[src/rtl/mux32to1_top_if.sv]
// Lane-select bus for the registered 32-to-1 selector: select, packed lanes, selected output.
interface mux32to1_top_if #(
    parameter int unsigned DATA_W = 1
);
    logic [4:0]             S;
    logic [32*DATA_W-1:0]   I;
    logic [DATA_W-1:0]      Y;

    modport master (
        output S,
        output I,
        input  Y
    );

    modport slave (
        input  S,
        input  I,
        output Y
    );
endinterface

[src/rtl/mux32to1_top.sv]
// Registered 32-to-1 lane selector built as a 5-level tree of 2:1 muxes.
// Level n of the tree is steered by S[n-1]; the root (S[4]) splits lanes 0..15 from 16..31.
module mux32to1_top #(
    parameter int unsigned DATA_W = 1
) (
    input  logic          clk,
    input  logic          rst_n,
    mux32to1_top_if.slave bus
);

    logic [DATA_W-1:0] w_l0 [32];
    logic [DATA_W-1:0] w_l1 [16];
    logic [DATA_W-1:0] w_l2 [8];
    logic [DATA_W-1:0] w_l3 [4];
    logic [DATA_W-1:0] w_l4 [2];
    logic [DATA_W-1:0] w_root;
    logic [DATA_W-1:0] r_y;

    always_comb begin
        for (int k = 0; k < 32; k++) begin
            w_l0[k] = bus.I[k*DATA_W +: DATA_W];
        end
    end

    always_comb begin
        for (int j = 0; j < 16; j++) begin
            w_l1[j] = bus.S[0] ? w_l0[2*j+1] : w_l0[2*j];
        end
    end

    always_comb begin
        for (int j = 0; j < 8; j++) begin
            w_l2[j] = bus.S[1] ? w_l1[2*j+1] : w_l1[2*j];
        end
    end

    always_comb begin
        for (int j = 0; j < 4; j++) begin
            w_l3[j] = bus.S[2] ? w_l2[2*j+1] : w_l2[2*j];
        end
    end

    always_comb begin
        for (int j = 0; j < 2; j++) begin
            w_l4[j] = bus.S[3] ? w_l3[2*j+1] : w_l3[2*j];
        end
    end

    assign w_root = bus.S[4] ? w_l4[1] : w_l4[0];

    always_ff @(posedge clk) begin
        if (!rst_n) begin
            r_y <= '0;
        end else begin
            r_y <= w_root;
        end
    end

    assign bus.Y = r_y;

endmodule

[src/flat_wrapper.sv]
// flat-port wrapper written by rule: the top's interface ports become plain ports
module mux32to1_top_flat 
#(
    parameter int unsigned DATA_W = 1
)
  (clk, rst_n, bus_S, bus_I, bus_Y);
  mux32to1_top_if #(.DATA_W(DATA_W)) bus_i ();
  input  logic clk;
  input  logic rst_n;
  input wire logic [$bits(bus_i.S)-1:0] bus_S;
  input wire logic [$bits(bus_i.I)-1:0] bus_I;
  output wire logic [$bits(bus_i.Y)-1:0] bus_Y;
  assign bus_i.S = bus_S;
  assign bus_i.I = bus_I;
  assign bus_Y = bus_i.Y;
  mux32to1_top #(.DATA_W(DATA_W)) u_core (.clk(clk), .rst_n(rst_n), .bus(bus_i));
endmodule
[config.mk]
export PLATFORM = sky130hd
export DESIGN_NAME = mux32to1_top_flat
export DESIGN_NICKNAME = d
export VERILOG_FILES = /design/src/rtl/mux32to1_top_if.sv /design/src/rtl/mux32to1_top.sv /design/src/flat_wrapper.sv
export SDC_FILE = /design/constraint.sdc
export NUM_CORES = 1
export LEC_CHECK = 0
export CAP_MARGIN = 0
export CORE_AREA = 2 2 40 42
export DETAILED_ROUTE_END_ITERATION = 7
export DIE_AREA = 0 0 42 44
export PLACE_DENSITY = 0.79
export SLEW_MARGIN = 20
export SYNTH_ARGS = -nofsm -noshare
export SYNTH_HDL_FRONTEND = slang
export SYNTH_SLANG_ARGS = --single-unit
[constraint.sdc]
create_clock -name clk -period 1.9 [get_ports clk]
set_input_delay 0.38 -clock clk [delete_from_list [all_inputs] [get_ports clk]]
set_output_delay 0.38 -clock clk [all_outputs]
set_load 0.005 [all_outputs]
**After elaboration in Yosys (flattened, before gate mapping)**

Cells that the tools add are included.

- Muxes and demuxes: 31

Operator list:

| cell | count |
|---|---|
| $mux 1 | 31 |

- Register bits after elaboration: 1
- Output and inout bits: 1
- Logic and storage cells: 32

**Depth between registers and ports, before layout**

- Depth in word-level cells: 5
- Mapped depth: 5
- Gate-level depth less buffers: 4

**Worst setup path before layout**

Ideal clock, no wire load.

- Path type: input port to flip-flop
- Start: input port bus_S[0]
- End: register u_core.r_y, in the netlist u_core.bus.Y
- Library setup time: 0.130 ns
- Data arrival time: 1.520 ns
- Data required time: 1.770 ns
- Slack: 0.251 ns
- Stages on the path: 5
- Buffers on the path: 1
- Path through: buf_6 mux4_2 and2_4 a2111oi_4 a311oi_1

- Word-level cells in the longest chain between the ends: 5
- Elaborated cells between the ends (all ways): 31
- Classes of those cells: mux: 31

Ends and longest elaborated chain:

| element | RTL line | text |
|---|---|---|
| start: declaration | flat_wrapper.sv:10 | `input wire logic [$bits(bus_i.S)-1:0] bus_S;` |
| $mux 1 | mux32to1_top.sv:27 | `w_l1[j] = bus.S[0] ? w_l0[2*j+1] : w_l0[2*j];` |
| $mux 1 | mux32to1_top.sv:33 | `w_l2[j] = bus.S[1] ? w_l1[2*j+1] : w_l1[2*j];` |
| $mux 1 | mux32to1_top.sv:39 | `w_l3[j] = bus.S[2] ? w_l2[2*j+1] : w_l2[2*j];` |
| $mux 1 | mux32to1_top.sv:45 | `w_l4[j] = bus.S[3] ? w_l3[2*j+1] : w_l3[2*j];` |
| $mux 1 * | mux32to1_top.sv:49 | `assign w_root = bus.S[4] ? w_l4[1] : w_l4[0];` |
| end signal: assignment | mux32to1_top.sv:55 | `r_y <= w_root;` |
| end: declaration | mux32to1_top.sv:17 | `logic [DATA_W-1:0] r_y;` |

Mark *: on every way between the ends. The rest lies on a longest branch, timed or not.
A chain may end at the register's enable or synchronous reset.

**Final worst setup path**

- Start: input port bus_I[11]
- End: register u_core.r_y, in the netlist u_core.bus.Y

- Word-level cells in the longest chain between the ends: 5

Ends and longest elaborated chain:

| element | RTL line | text |
|---|---|---|
| start: declaration | flat_wrapper.sv:11 | `input wire logic [$bits(bus_i.I)-1:0] bus_I;` |
| $mux 1 | mux32to1_top.sv:27 |  |
| $mux 1 | mux32to1_top.sv:33 |  |
| $mux 1 | mux32to1_top.sv:39 |  |
| $mux 1 | mux32to1_top.sv:45 |  |
| $mux 1 | mux32to1_top.sv:49 |  |

No other way between the ends.

==> flow_summary.ini <==
[run_status]
status = finished, final reports clean

[route]
drtPass1Iterations = 2
wire_per_inst_um = 12.1
finalWirelength_um = 991
ant_nets = 0
vias = 415
vias_per_cell = 5.06
drc = 0
drt-initial-drc-count = 3

[job]
cap_viol_max_count = 0

[placement]
placement.io_buffers = 39
dp_cells = 82
place_congestion = 0.634

[yosys]
synth_adder_area_share = 0
ys_seq_area_frac = 0.0588
ys_warn_count = 0
synth-xor-area-share = 0
ys_seq_elements = 1
yosysTopAreaCell = mux4_1
postSynthCellCount = 24
ys_types = 17
synth-compound-area-share = 0.162
yosys-mux-area-fraction = 0.654
synthTopCellsByArea = mux4_1 (46%), a2111oi_4 (8.1%), mux2_2 (6.6%)
synth-simple-area-share = 0.0699
synth_top_family_by_area = multiplexers
synth_area_per_cell_um2 = 14.2
yosys.area.top_type_share = 0.463
synth.cell_area_um2 = 340
syn_nets = 63

[pwr]
p_per_area_mw_per_mm2 = 230
p_leak_nw = 0.301
peakVddDrop_uv = 92.1

[grt]
grt.overflow.total = 0
grt_max_degree = 7
grt_first_pass_wirelength_mm = 1.65
grt_use_total = 0.110
grt_pass1_vias = 425
grt_antenna_before_repair = 0

[floorplan]
dieArea_mm2 = 0.00185
start_util = 0.240
die_width_um = 42
boundaryPins = 40
die_h_um = 44
coreArea_mm2 = 0.00142
fp-row-count = 14

[setup_path]
cp.arrival_ns = 1.71
endpoint_kind = flip-flop
cp-start-kind = input port
cp.required_ns = 1.76
critPathKind = in2reg
cp_max_fo = 1

[layout]
n_fill_cell = 137
ff_latch_area_um2 = 20.0
drive_gt1_frac = 0.227
diodes = 0
instances_no_fill = 82
nets = 107
multi_input_area_um2 = 287
syn2layout_area_growth_pct = 126
largest_register_ffs = 1

[timing]
tightestPinTransition_ns = 0.238
drv_slew = 0
whs_ns = 0.962
fmax_mhz = 541
hold_violations = 0
min_period_ns = 1.85
rsz0062_at_grt = false
setup_viol = 0
slew_headroom = 0.841
period_share = 0.973

[hold_path]
min_path_type = in2reg

[cts]
ctsHoldBuffers = 0
cts_setup_buffers = 0
clk_pin_slew_ns = 0
power breakdown:
part / switching, W / leakage, nW / internal (W)
sequential: 0.000000436 / 0.00835 / 0.0000236
combinational: 0.0000375 / 0.293 / 0.000116
clock: 0 / 0 / 0
logic make-up after synthesis:
| group | Yosys count |
|---|---|
| flip-flops | 1 |
| multiplexers | 11 |
| AND/OR/NAND/NOR | 4 |
| AO/OA/AOI/OAI | 5 |
| buffers and inverters | 3 |
per-stage QoR:
| stage | utilization | power (W) | area, µm² | setup TNS, ns | worst slack [ns] |
|---|---|---|---|---|---|
| 2_1_floorplan | - | 0.0000790 | 340 | 0 | 0.251 |
| 3_3_place_gp | 0.545 | 0.000172 | 773 | -0.263 | -0.263 |
| 4_1_cts | 0.547 | 0.000177 | 776 | 0 | 0.00746 |
| 5_1_grt | 0.542 | 0.000189 | 769 | 0 | 0.0000372 |
| 6_report | 0.542 | 0.000177 | 769 | 0 | 0.0516 |
| 3_5_place_dp | 0.545 | 0.000174 | 773 | -0.293 | -0.293 |
path summary, 6_finish.rpt:
kind,to,start,depth (start not counted),slack [ns]
worst max-delay path,u_core.bus.Y,bus_I[11],5,0.05
worst min-delay path,u_core.bus.Y,bus_S[1],5,0.96
cells in the final DEF, fill, tap and decap left out, drive strengths merged:
| master | count |
|---|---|
| a31oi | 1 |
| o211ai | 1 |
| mux4 | 7 |
| buf | 5 |
| mux2i | 2 |
| dlymetal6s2s | 2 |
| a2111oi | 1 |
| dfxtp | 1 |
| o21ai | 1 |
| a311oi | 1 |
| clkbuf | 1 |
| mux2 | 2 |
| nand2 | 1 |
| and2 | 1 |
| inv | 1 |
| nand3 | 1 |
| clkdlybuf4s50 | 36 |
| nand2b | 1 |
worst max-delay path, stage by stage:
cell and delay (ns):
clkdlybuf4s50_1 0.39, mux4_1 0.49, mux2_2 0.27, o21ai_1 0.13, a311oi_1 0.06
cells in the mapped netlist:
library cell,n
mux4_1,6
mux2_2,2
mux2i_1,2
a2111oi_4,1
a311oi_1,1
a31oi_1,1
and2_4,1
buf_6,1
clkbuf_1,1
dfxtp_1,1
inv_1,1
mux4_2,1
nand2_1,1
nand2b_1,1
nand3_1,1
o211ai_1,1
o21ai_0,1
layer usage:
layer  track usage  part of all wire  vias up  wire length (µm)
li1              -                 -      192                 -
met5             0                 0        -                 0
met3        0.0167              0.11        0               105
met2         0.222              0.50       27               496
met4             0                 0        0                 0
met1         0.130              0.39      196               389
area by class of cell:
class                           count  share of cell area
Multi-Input combinational cell     20               0.372
Sequential cell                     1              0.0260
Tap cell                           16              0.0260
Timing Repair Buffer               44               0.571
Inverter                            1             0.00488
timing repair:
action                                  CTS  global route
endpoints found under the setup margin    1             1
gates resized for setup                   5             8
cloned                                    0             0
pin swaps                                 3             1
No activity file was read; power rests on OpenSTA's default activity.
